==> config.mk <==
export PLATFORM = sky130hd
export DESIGN_NAME = tanh_stream_adapter
export DESIGN_NICKNAME = d
export VERILOG_FILES = /design/src/rtl/tanh_pkg.sv /design/src/rtl/tanh_range_check.sv /design/src/rtl/tanh_stream_adapter.sv
export SDC_FILE = /design/constraint.sdc
export NUM_CORES = 1
export LEC_CHECK = 0
export ABC_AREA = 1
export CORE_MARGIN = 2
export CORE_UTILIZATION = 56
export DETAILED_ROUTE_END_ITERATION = 6
export PLACE_DENSITY = 0.86
export SYNTH_ARGS = -nofsm -noshare
export SYNTH_HDL_FRONTEND = slang
export SYNTH_HIERARCHICAL = 1
export SYNTH_SLANG_ARGS = --single-unit
==> constraint.sdc <==
create_clock -name clk -period 4.58 [get_ports clk]
set_clock_uncertainty 0.2 [all_clocks]
set_input_delay 0.916 -clock clk [delete_from_list [all_inputs] [get_ports clk]]
set_output_delay 0.916 -clock clk [all_outputs]
set_load 0.05 [all_outputs]
==> src/rtl/tanh_pkg.sv <==
// Shared types and constants for the CORDIC tanh stream adapter.
// Contents: data width, Q3.12 saturation constants and the sequencer state type.
package tanh_pkg;

    localparam int unsigned DATA_W = 16;

    // Q3.12 representations of +1.0 and -1.0
    localparam logic [DATA_W-1:0] TANH_ONE     = 16'h1000;
    localparam logic [DATA_W-1:0] TANH_NEG_ONE = 16'hF000;

    typedef enum logic [1:0] {
        IDLE = 2'd0,
        LOAD = 2'd1,
        RUN  = 2'd2,
        HOLD = 2'd3
    } tanh_state_t;

endpackage

==> src/rtl/tanh_range_check.sv <==
// Combinational convergence-range classifier for a signed Q3.12 argument.
// Ports:
//   in_data   - argument, signed Q3.12
//   sat_limit - positive saturation magnitude, Q3.12
//   sat_pos   - in_data >= +sat_limit
//   sat_neg   - in_data <= -sat_limit
//   in_range  - neither saturation condition holds
module tanh_range_check
    import tanh_pkg::*;
(
    input  logic [DATA_W-1:0] in_data,
    input  logic [DATA_W-1:0] sat_limit,
    output logic              sat_pos,
    output logic              sat_neg,
    output logic              in_range
);

    // One extra bit so the negated limit can never overflow
    logic signed [DATA_W:0] data_ext;
    logic signed [DATA_W:0] lim_ext;
    logic signed [DATA_W:0] neg_lim;

    always_comb begin
        data_ext = {in_data[DATA_W-1], in_data};
        lim_ext  = {1'b0, sat_limit};
        neg_lim  = -lim_ext;
        sat_pos  = (data_ext >= lim_ext);
        sat_neg  = (data_ext <= neg_lim);
        in_range = !(sat_pos || sat_neg);
    end

endmodule

==> src/rtl/tanh_stream_adapter.sv <==
// Sequencer around the CORDIC tanh core: saturates out-of-range arguments,
// otherwise loads the core, releases its reset and captures the result on
// the first rising edge of the core flag. One operation in flight.
// Ports:
//   clk, rst                      - clock, async active-high reset
//   in_valid/in_ready/in_data     - argument stream (signed Q3.12)
//   core_z0, core_rst             - core argument and core reset
//   core_out, core_flag           - core result and done level
//   out_valid/out_ready/out_data  - result stream (signed Q3.12)
//   out_sat, out_err              - bypass result / core timeout markers
module tanh_stream_adapter
    import tanh_pkg::*;
#(
    parameter logic [15:0] SAT_LIMIT = 16'h1199,
    parameter int unsigned RST_HOLD  = 2,
    parameter int unsigned TIMEOUT   = 64
) (
    input  logic              clk,
    input  logic              rst,
    input  logic              in_valid,
    output logic              in_ready,
    input  logic [DATA_W-1:0] in_data,
    output logic [DATA_W-1:0] core_z0,
    output logic              core_rst,
    input  logic [DATA_W-1:0] core_out,
    input  logic              core_flag,
    output logic              out_valid,
    input  logic              out_ready,
    output logic [DATA_W-1:0] out_data,
    output logic              out_sat,
    output logic              out_err
);

    localparam int unsigned HOLD_W = $clog2(RST_HOLD + 1);
    localparam int unsigned TO_W   = $clog2(TIMEOUT);

    tanh_state_t       state_q, state_d;
    logic [HOLD_W-1:0] hold_cnt_q, hold_cnt_d;
    logic [TO_W-1:0]   to_cnt_q, to_cnt_d;
    logic              flag_d_q, flag_d_d;
    logic [DATA_W-1:0] core_z0_q, core_z0_d;
    logic              in_ready_q, in_ready_d;
    logic              core_rst_q, core_rst_d;
    logic              out_valid_q, out_valid_d;
    logic [DATA_W-1:0] out_data_q, out_data_d;
    logic              out_sat_q, out_sat_d;
    logic              out_err_q, out_err_d;

    logic sat_pos, sat_neg, in_range;
    logic accept;
    logic rise;

    tanh_range_check u_range (
        .in_data   (in_data),
        .sat_limit (SAT_LIMIT),
        .sat_pos   (sat_pos),
        .sat_neg   (sat_neg),
        .in_range  (in_range)
    );

    // Next-state and output computation
    always_comb begin
        state_d     = state_q;
        hold_cnt_d  = hold_cnt_q;
        to_cnt_d    = to_cnt_q;
        flag_d_d    = 1'b0;
        core_z0_d   = core_z0_q;
        out_data_d  = out_data_q;
        out_sat_d   = out_sat_q;
        out_err_d   = out_err_q;
        accept      = in_valid && in_ready_q;
        rise        = 1'b0;

        case (state_q)
            IDLE: begin
                if (accept) begin
                    if (sat_pos) begin
                        out_data_d = TANH_ONE;
                        out_sat_d  = 1'b1;
                        out_err_d  = 1'b0;
                        state_d    = HOLD;
                    end else if (sat_neg) begin
                        out_data_d = TANH_NEG_ONE;
                        out_sat_d  = 1'b1;
                        out_err_d  = 1'b0;
                        state_d    = HOLD;
                    end else if (in_range) begin
                        core_z0_d  = in_data;
                        hold_cnt_d = '0;
                        state_d    = LOAD;
                    end
                end
            end
            LOAD: begin
                if (hold_cnt_q == HOLD_W'(RST_HOLD - 1)) begin
                    to_cnt_d = '0;
                    state_d  = RUN;
                end else begin
                    hold_cnt_d = hold_cnt_q + 1'b1;
                end
            end
            RUN: begin
                // flag_d only tracks the core while running, so it is zero on RUN entry
                flag_d_d = core_flag;
                rise     = core_flag && !flag_d_q;
                if (rise) begin
                    out_data_d = core_out;
                    out_sat_d  = 1'b0;
                    out_err_d  = 1'b0;
                    state_d    = HOLD;
                end else if (to_cnt_q == TO_W'(TIMEOUT - 1)) begin
                    out_data_d = '0;
                    out_sat_d  = 1'b0;
                    out_err_d  = 1'b1;
                    state_d    = HOLD;
                end else begin
                    to_cnt_d = to_cnt_q + 1'b1;
                end
            end
            HOLD: begin
                if (out_ready) begin
                    state_d = IDLE;
                end
            end
            default: state_d = IDLE;
        endcase

        // Handshake/control outputs registered from the next state
        in_ready_d  = (state_d == IDLE);
        core_rst_d  = (state_d != RUN);
        out_valid_d = (state_d == HOLD);
    end

    // State and output registers
    always_ff @(posedge clk or posedge rst) begin
        if (rst) begin
            state_q     <= IDLE;
            hold_cnt_q  <= '0;
            to_cnt_q    <= '0;
            flag_d_q    <= 1'b0;
            core_z0_q   <= '0;
            in_ready_q  <= 1'b1;
            core_rst_q  <= 1'b1;
            out_valid_q <= 1'b0;
            out_data_q  <= '0;
            out_sat_q   <= 1'b0;
            out_err_q   <= 1'b0;
        end else begin
            state_q     <= state_d;
            hold_cnt_q  <= hold_cnt_d;
            to_cnt_q    <= to_cnt_d;
            flag_d_q    <= flag_d_d;
            core_z0_q   <= core_z0_d;
            in_ready_q  <= in_ready_d;
            core_rst_q  <= core_rst_d;
            out_valid_q <= out_valid_d;
            out_data_q  <= out_data_d;
            out_sat_q   <= out_sat_d;
            out_err_q   <= out_err_d;
        end
    end

    assign in_ready  = in_ready_q;
    assign core_z0   = core_z0_q;
    assign core_rst  = core_rst_q;
    assign out_valid = out_valid_q;
    assign out_data  = out_data_q;
    assign out_sat   = out_sat_q;
    assign out_err   = out_err_q;

endmodule

==> metrics.txt <==
outcome finished, final reports clean; Worst Setup Start Kind input pin; Core Footprint around 0.0062 mm2; cts bufs inserted 5; wire length after detailed routing slightly below 8 mm; wire length per cell after detailed routing roughly 12 um; number of max-slew violations in the final report 0; number of antenna violations at the first check in global routing 0; Syn Std Cell Area ~0.0036 mm2; cell count after synthesis about 470; number of endpoints with negative hold slack in the final report 0; area enclosed by the die boundary ~0.0070 mm2; mux cell area share after synthesis 0; Max FO, Critical Path 23; dominant combinational cell family by area after synthesis simple AND/OR/NAND/NOR gates; share of synthesized cell area in full adder, half adder and majority cells 0.127; post-route fraction of the period consumed by the critical path 0.783; max-cap viol count 0; parity-gate share of the synthesized area counting xor and xnor cells 0.0222; Hold-fix buffers, CTS 0; power density over the cells between 400 and 500 mW/mm2; setup repair after global routing missed its margin false; Synth Register Bits between 40 and 50; post-route minimum period ~3600 ps; Post CTS Setup Buffer Count 0; Area after DPL 0.00450 mm2; top layer reached by signal wires met4; floorplan die width around 84 um; achievable frequency around 0.28 GHz; setup total negative slack 0 ps; detailed router's first-iteration violation count 158; final design area excluding fillers ~0.0046 mm2; drt via density 4.86; part of the Yosys area used for sequential elements 0.339; synthesis-to-layout area growth 29.2%; layout filler cell count around 470; Worst-Skew Late Latency between 300 and 400 ps; starting utilization of the core area 0.570; most frequent standard cell in the layout excluding fill and tap cells nand2_1; total overflow reported by the global router 0; placer congestion estimate 0.831; total of cells resized after clock tree synthesis 0; worst-margin pin slew ~940 ps; Met2 Routed Length just over 4 mm; data arrival time of the worst path between 3000 and 4000 ps; category of the critical setup timing path input pin to flop; mean post-synth cell area 7.52 um2; n_diodes 0; clock-pin slew on the worst setup and hold paths ~80 ps; synth unique cells 35; Sink Count 48; vias after detailed routing 3261; Detail Route Antenna Nets 0; Post-Synth Simple-Gate Area 0.348; count of port buffers added during placement between 70 and 80; critical path capture point type flop; class of the worst hold path flop to flop; maximum buffer depth of the clock tree 2; commonest cells after routing, fill and taps aside nand2_1 (168), clkdlybuf4s50_1 (73), conb_1 (49), inv_1 (48), dfrtp_1 (46); final number of setup-violating endpoints 0; required time of the critical path 4550 ps; Boundary Pins between 70 and 80; clock tree from TritonCTS built; count of TritonRoute iterations in the first routing pass 6; Vert. Die Dim 83.7 um; number of nets in the layout 666; Leak 2.43 nW; sum of met3 wire segment lengths after detailed routing 302 um; number of standard-cell rows in the floorplan 29; GRT Util Overall 0.232; Max VDD drop approximately 0.00042 V; detailed-route wire length on metal 1 3.20 mm; Syn. warnings 6; ratio of cells with drive above 1 in the final layout 0.0976; wire length of the first global-routing pass between 10 and 15 mm; detailed-route DRC error count 0; relative max-transition margin 0.369; maximum number of pins on one net before global-route repair 49; via count of the first global-routing pass roughly 3200; DP HPWL around 6.3 mm; clock root cell clkbuf_8; compound-gate portion of the synthesized area 0.0852; level count of the clock H-tree 2
critical path: stages:
cell             delay (ps)
clkdlybuf4s50_1         470
ha_1                    330
nand2_1                  80
nor2_1                  210
nand3b_1                100
nor2_1                  120
nor2_1                   70
nand2_1                  60
nand2_1                  50
nand2_1                 100
nor2_1                   80
o21ai_0                 220
nand3_2                 440
nand2_1                 230
o21ai_2                  80
cell families after synthesis:
logic type,count (synthesis)
other,2
AO/OA/AOI/OAI,51
adder cells (fa/ha/maj),36
AND/OR/NAND/NOR,263
XOR/XNOR,9
flip-flops,48
buffers and inverters,64
state kept, by name (all words and copies together) (netlist names):
register	count
hold_cnt_q	2
state_q	2
core_z0	16
to_cnt_q	6
out_valid	1
core_rst	1
in_ready	1
out_err	1
out_sat	1
out_data	16
flag_d_q	1
Yosys cell counts (all sizes together):
library cell	number	area (um2)
a21o	3	22.5
a21oi	11	55.1
buf	5	51.3
clkbuf	2	7.51
conb	2	7.51
dfrtp	46	1150
dfstp	2	52.6
ha	36	450
inv	57	214
nand2	178	708
nand3	17	120
nand3b	2	15.0
nand4	9	71.3
nor2	46	246
nor3	9	65.1
o21ai	36	218
o21bai	1	7.51
or2	2	12.5
xor2	9	78.8
where the power goes:
group	internal, mW	switching (mW)
clock	0.123	0.138
combinational	0.428	0.919
sequential	0.579	0.0968
through the flow:
stage | worst slack [ps] | instances | hold WS, ps | util | total power [mW]
finish | 995 | 671 | 279 | 0.736 | 2.28
detailed placement | 781 | 663 | 262 | 0.721 | 2.02
global placement | 855 | 663 | 254 | 0.721 | 1.98
floorplan | 1770 | 520 | 281 | - | 1.67
CTS | 1020 | 671 | 283 | 0.736 | 2.29
global route | 645 | 671 | 304 | 0.736 | 2.43
final cells by class:
cell class              count  area [um2]  share of cell area
clock buffers               7        86.3              0.0188
clock inverters             1        7.51             0.00163
inverters                  57         214              0.0466
multi-input cells         408        2250               0.491
flip-flops and latches     48        1200               0.262
well taps                  77        96.3              0.0210
repair buffers             73         731               0.159
per-layer routing:
layer | vias to the layer above | track usage
met5 | - | 0
met4 | 0 | 0.0953
met3 | 20 | 0.0376
met2 | 74 | 0.439
met1 | 1474 | 0.254
li1 | 1693 | -
final timing paths:
kind,from,endpoint,slack [ps],cells after the start
max in group asynchronous,rst,to_cnt_q[4]$_DFFE_PP0P_,2650,2
min in group asynchronous,rst,out_data[0]$_DFFE_PP0P_,940,2
max,in_data[8],out_data[12]$_DFFE_PP0P_,1000,15
min,out_data[9]$_DFFE_PP0P_,out_data[9]$_DFFE_PP0P_,280,2
min reg2reg,out_data[9]$_DFFE_PP0P_,out_data[9]$_DFFE_PP0P_,280,2
max reg2reg,to_cnt_q[0]$_DFFE_PP0P_,out_data[12]$_DFFE_PP0P_,2390,8
Power figures use the tool's default switching activity.
